**config.mk**
```make
export PLATFORM = sky130hd
export DESIGN_NAME = trace_counter_bank
export DESIGN_NICKNAME = d
export VERILOG_FILES = /design/src/rtl/trace_counter_bank.sv
export SDC_FILE = /design/constraint.sdc
export NUM_CORES = 1
export LEC_CHECK = 0
export CAP_MARGIN = 20
export CORE_MARGIN = 4
export CORE_UTILIZATION = 47
export DETAILED_ROUTE_END_ITERATION = 10
export PLACE_DENSITY = 0.73
export SLEW_MARGIN = 20
export SYNTH_ARGS = -nofsm -noshare
export SYNTH_HDL_FRONTEND = slang
export SYNTH_SLANG_ARGS = --single-unit
```
**constraint.sdc**
```tcl
create_clock -name clk -period 5 [get_ports clk]
set_input_delay 1.25 -clock clk [delete_from_list [all_inputs] [get_ports clk]]
set_output_delay 1.25 -clock clk [all_outputs]
set_load 0.01 [all_outputs]
```
**src/rtl/trace_counter_bank.sv**
```systemverilog
// rtl/trace_counter_bank.sv - multi-channel event counter bank with atomic snapshot readout
module trace_counter_bank #(
    parameter int width_p         = 16,
    parameter int channels_p      = 4,
    parameter int init_val_p      = 0,
    parameter int saturate_p      = 0,
    parameter int clear_on_snap_p = 0,
    localparam int ch_w_lp        = (channels_p > 1) ? $clog2(channels_p) : 1
) (
    input  logic                            clk,
    input  logic                            reset_n_i,
    input  logic [channels_p-1:0]           en_i,
    input  logic [channels_p-1:0]           clear_i,
    input  logic                            snap_i,
    output logic [channels_p*width_p-1:0]   ctr_r_o,
    output logic [channels_p-1:0]           ovf_r_o,
    output logic                            busy_o,
    output logic                            v_o,
    input  logic                            ready_i,
    output logic [width_p-1:0]              data_o,
    output logic [ch_w_lp-1:0]              ch_o,
    output logic                            ovf_o
);

    typedef enum logic {IDLE, DUMP} state_t;

    localparam logic [width_p-1:0] init_lp = width_p'(init_val_p);
    localparam logic [width_p-1:0] max_lp  = '1;
    localparam logic [ch_w_lp-1:0] last_lp = ch_w_lp'(channels_p - 1);

    state_t               state_q, state_d;
    logic [ch_w_lp-1:0]   idx_q, idx_d;
    logic [width_p-1:0]   ctr_q [channels_p];
    logic [width_p-1:0]   ctr_d [channels_p];
    logic [channels_p-1:0] ovf_q, ovf_d;
    logic [width_p-1:0]   snap_ctr_q [channels_p];
    logic [channels_p-1:0] snap_ovf_q;
    logic                 snap_accept;
    logic                 clear_all;

    // Counter update: clear (including clear-on-snap) beats increment.
    always_comb begin
        snap_accept = (state_q == IDLE) && snap_i;
        clear_all   = snap_accept && (clear_on_snap_p != 0);
        ovf_d       = ovf_q;
        for (int k = 0; k < channels_p; k++) begin
            ctr_d[k] = ctr_q[k];
            if (clear_i[k] || clear_all) begin
                ctr_d[k] = init_lp;
                ovf_d[k] = 1'b0;
            end else if (en_i[k]) begin
                if (ctr_q[k] == max_lp) begin
                    ctr_d[k] = (saturate_p != 0) ? max_lp : '0;
                    ovf_d[k] = 1'b1;
                end else begin
                    ctr_d[k] = ctr_q[k] + 1'b1;
                end
            end
        end
    end

    always_comb begin
        state_d = state_q;
        idx_d   = idx_q;
        case (state_q)
            IDLE: begin
                if (snap_i) begin
                    state_d = DUMP;
                    idx_d   = '0;
                end
            end
            DUMP: begin
                if (ready_i) begin
                    if (idx_q == last_lp) begin
                        state_d = IDLE;
                        idx_d   = '0;
                    end else begin
                        idx_d = idx_q + 1'b1;
                    end
                end
            end
            default: begin
                state_d = IDLE;
                idx_d   = '0;
            end
        endcase
    end

    // Snapshot regs take the pre-update values so the capture is atomic.
    always_ff @(posedge clk) begin
        if (!reset_n_i) begin
            state_q <= IDLE;
            idx_q   <= '0;
            ovf_q   <= '0;
            for (int k = 0; k < channels_p; k++) begin
                ctr_q[k] <= init_lp;
            end
        end else begin
            state_q <= state_d;
            idx_q   <= idx_d;
            ovf_q   <= ovf_d;
            ctr_q   <= ctr_d;
            if (snap_accept) begin
                snap_ctr_q <= ctr_q;
                snap_ovf_q <= ovf_q;
            end
        end
    end

    for (genvar g = 0; g < channels_p; g++) begin : g_ctr_out
        assign ctr_r_o[g*width_p +: width_p] = ctr_q[g];
    end

    assign ovf_r_o = ovf_q;
    assign busy_o  = (state_q == DUMP);
    assign v_o     = (state_q == DUMP);
    assign ch_o    = idx_q;
    assign data_o  = snap_ctr_q[idx_q];
    assign ovf_o   = snap_ovf_q[idx_q];

endmodule
```
==> results.sh <==
export IMPL_top_layer_used="met4"
export IMPL_hp_class="register to register"
export IMPL_p_seq_share_pct=49.3
export IMPL_fill_cells=867
export IMPL_overflow=0
export IMPL_antenna_found_initial=0
export IMPL_setup_viol=0
export IMPL_post_cts_buffers=0
export IMPL_syn_avg_cell_area_um2=12.6
export IMPL_ys_types=43
export IMPL_worstMarginPinSlew_ns=0.904
export IMPL_power_leakage_nw=2.46
export IMPL_hold_ws_ns=0.489
export IMPL_via_count=3979
export IMPL_cts_hold_buffers=0
export IMPL_grt_pass1_wl_um=21300
export IMPL_synthCells=449
export IMPL_diodes=0
export IMPL_cts_inserted_buffers=17
export IMPL_yosysTopAreaCell="edfxtp_1"
export IMPL_multi_input_area_um2=2110
export IMPL_ir_drop_mv=0.180
export IMPL_drt_wirelength_per_cell_um=19.2
export IMPL_drc=0
export IMPL_wl_met3_um=800
export IMPL_drt_total_wl_um=13700
export IMPL_place_congestion=0.885
export IMPL_ys_warn_count=0
export IMPL_rsz0062_at_grt="no"
export IMPL_io_buffer_count=100
export IMPL_post_route_period_util_pct=70.9
export IMPL_drt_first_pass_iters=4
export IMPL_clkPwrFrac_pct=46.8
export IMPL_grt_max_degree=34
export IMPL_status="complete, no violations"
export IMPL_crit_path_start_kind="register"
export IMPL_combPwrFrac_pct=3.9
export IMPL_area_delta_synth_final_pct=29.9
export IMPL_pre_cts_ws_ns=1.73
export IMPL_endpoint_kind="primary output"
export IMPL_crit_arrival_ns=2.30
export IMPL_required_ns=3.75
export IMPL_slew_headroom_pct=39.7
export IMPL_htreeDepth=4
export IMPL_synth_top_cell_area_share_pct=36.0
export IMPL_switching_power_uw=503
export IMPL_synth_most_common_cell="dfxtp_1"
export IMPL_async_reset_ff_share_pct=0
export IMPL_power_density_nw_per_um2=336
export IMPL_first_global_vias=3682
export IMPL_fin_util_pct=63.4
export IMPL_cts_resized=0
export IMPL_hold_violations=0
export IMPL_drt_iter0_drc=321
export IMPL_core_um2=11600
export IMPL_max_freq_ghz=0.282
export IMPL_cts_sinks=139
export IMPL_row_count=39
export IMPL_synth_ff_type="dfxtp_1"
export IMPL_worst_skew_pair_late_latency_ns=0.41
export IMPL_sw_frac_of_total_pct=20.3
export IMPL_drive_gt1_share_pct=10.4
export IMPL_p_int_mw=1.97
export IMPL_synth_area_um2=5670
export IMPL_finClkSkew_ns=0.00577
export IMPL_cts_root_buf="clkbuf_16"
export IMPL_synth_commonest_cells="dfxtp_1 (71), edfxtp_1 (68), nor2_1 (59)"
export IMPL_grt_usage_pct=20.0
export IMPL_wl_met2_um=6610
export IMPL_seq_area_um2=3460
export IMPL_synth_seq_cells=139
export IMPL_finalWorstSetupSlack_ns=1.45
export IMPL_cts_buffer_depth=2
export IMPL_dieArea_um2=13900
export IMPL_ys_top_cells_by_area="edfxtp_1 (36%), dfxtp_1 (25%), mux4_2 (6.8%), xor2_1 (5.3%), nor2_1 (3.9%)"
export IMPL_vias_per_cell=5.60
export IMPL_cap_violations=0
export IMPL_wl_met1_um=6080
export IMPL_die_w_um=118
export IMPL_ios=101
export IMPL_instances_no_fill=711
export IMPL_dpl_cell_area_um2=6810
export IMPL_synth_edf_count=68
export IMPL_timing_final_crit_period_ns=3.55
export IMPL_path_max_fanout=20
export IMPL_cts_tree="built"
export IMPL_tns_ns=0
export IMPL_final_cell_area_um2=7360
export IMPL_seq_area_frac_synth_pct=61.1
export IMPL_power_total_mw=2.47
export IMPL_place_inst=679
export IMPL_ant_nets=0
export IMPL_clk_pin_slew_worst_paths_ns=0.06
export IMPL_drv_slew=0
export IMPL_fp_dieH_um=118
export IMPL_nets=572
export IMPL_hpwlAfterDp_um=9460
export IMPL_critical_path_class="register to primary output"
export IMPL_start_util_pct=48.8
export IMPL_synth_nets=466
routing by layer:
metal  track usage [%]  vias to the layer above
met5                 0                        -
met4              7.03                        0
met3              5.86                       14
met2              31.2                      153
met1              26.7                     1936
li1                  -                     1876
critical path, cell delays in order, from the launching register on:
cell	delay [ns]
dfxtp_1	0.91
mux4_2	0.46
clkdlybuf4s50_1	0.50
final cells by class:
| cell class | count | area share, % |
|---|---|---|
| Multi-Input combinational cell | 291 | 28.6 |
| Clock inverter | 7 | 0.493 |
| Clock buffer | 25 | 7.04 |
| Timing Repair Buffer | 105 | 14.3 |
| Tap cell | 143 | 2.43 |
| Sequential cell | 139 | 47.1 |
| Inverter | 1 | 0.0510 |
worst paths after layout:
| kind | from | to | slack, ns | cells after the start |
|---|---|---|---|---|
| worst min register to register | ovf_r_o[3] | snap_ovf_q[3] | 0.49 | 0 |
| worst max register to register | ctr_r_o[32] | ctr_r_o[40] | 3.00 | 5 |
| worst min-delay path | ovf_r_o[3] | snap_ovf_q[3] | 0.49 | 0 |
| worst max-delay path | ch_o[1] | data_o[12] | 1.45 | 2 |
power by group through the flow:
stage / registers [mW] / clock network (mW) / logic [mW]
final: 1.22 / 1.16 / 0.0953
after global routing: 1.22 / 1.22 / 0.102
after CTS: 1.22 / 1.17 / 0.0959
after detailed placement: 1.24 / 0 / 0.0951
after global placement: 1.24 / 0 / 0.0940
after floorplan: 1.24 / 0 / 0.0487
sequential cells by signal (all words and copies together), names as in the netlist:
signal / count
snap_ctr_q: 64
busy_o: 1
ch_o: 2
ovf_r_o: 4
ctr_r_o: 64
snap_ovf_q: 4
cell usage in the layout (no fill, tap or decap), drive strengths merged, types with 6 or more instances in the layout:
master / instances
and2: 6
o21ai: 9
xor2: 34
and3: 8
nand4: 29
and4: 11
dfxtp: 71
xnor2: 17
edfxtp: 68
mux4: 17
nor4: 6
clkdlybuf4s50: 100
nand2: 20
a21oi: 12
nor2: 59
nand2b: 7
nand3: 19
clkinv: 6
clkbuf: 25
cell families after synthesis:
| logic type | share of synthesized area, % |
|---|---|
| muxes | 7.11 |
| adders and majority gates | 1.10 |
| xor gates and xnor gates | 7.88 |
| AOI/OAI and AO/OA | 3.60 |
| DFF | 61.1 |
| buffers and inverters | 1.81 |
| and+or+nand+nor | 17.4 |
(Power assumes the default switching activity.)
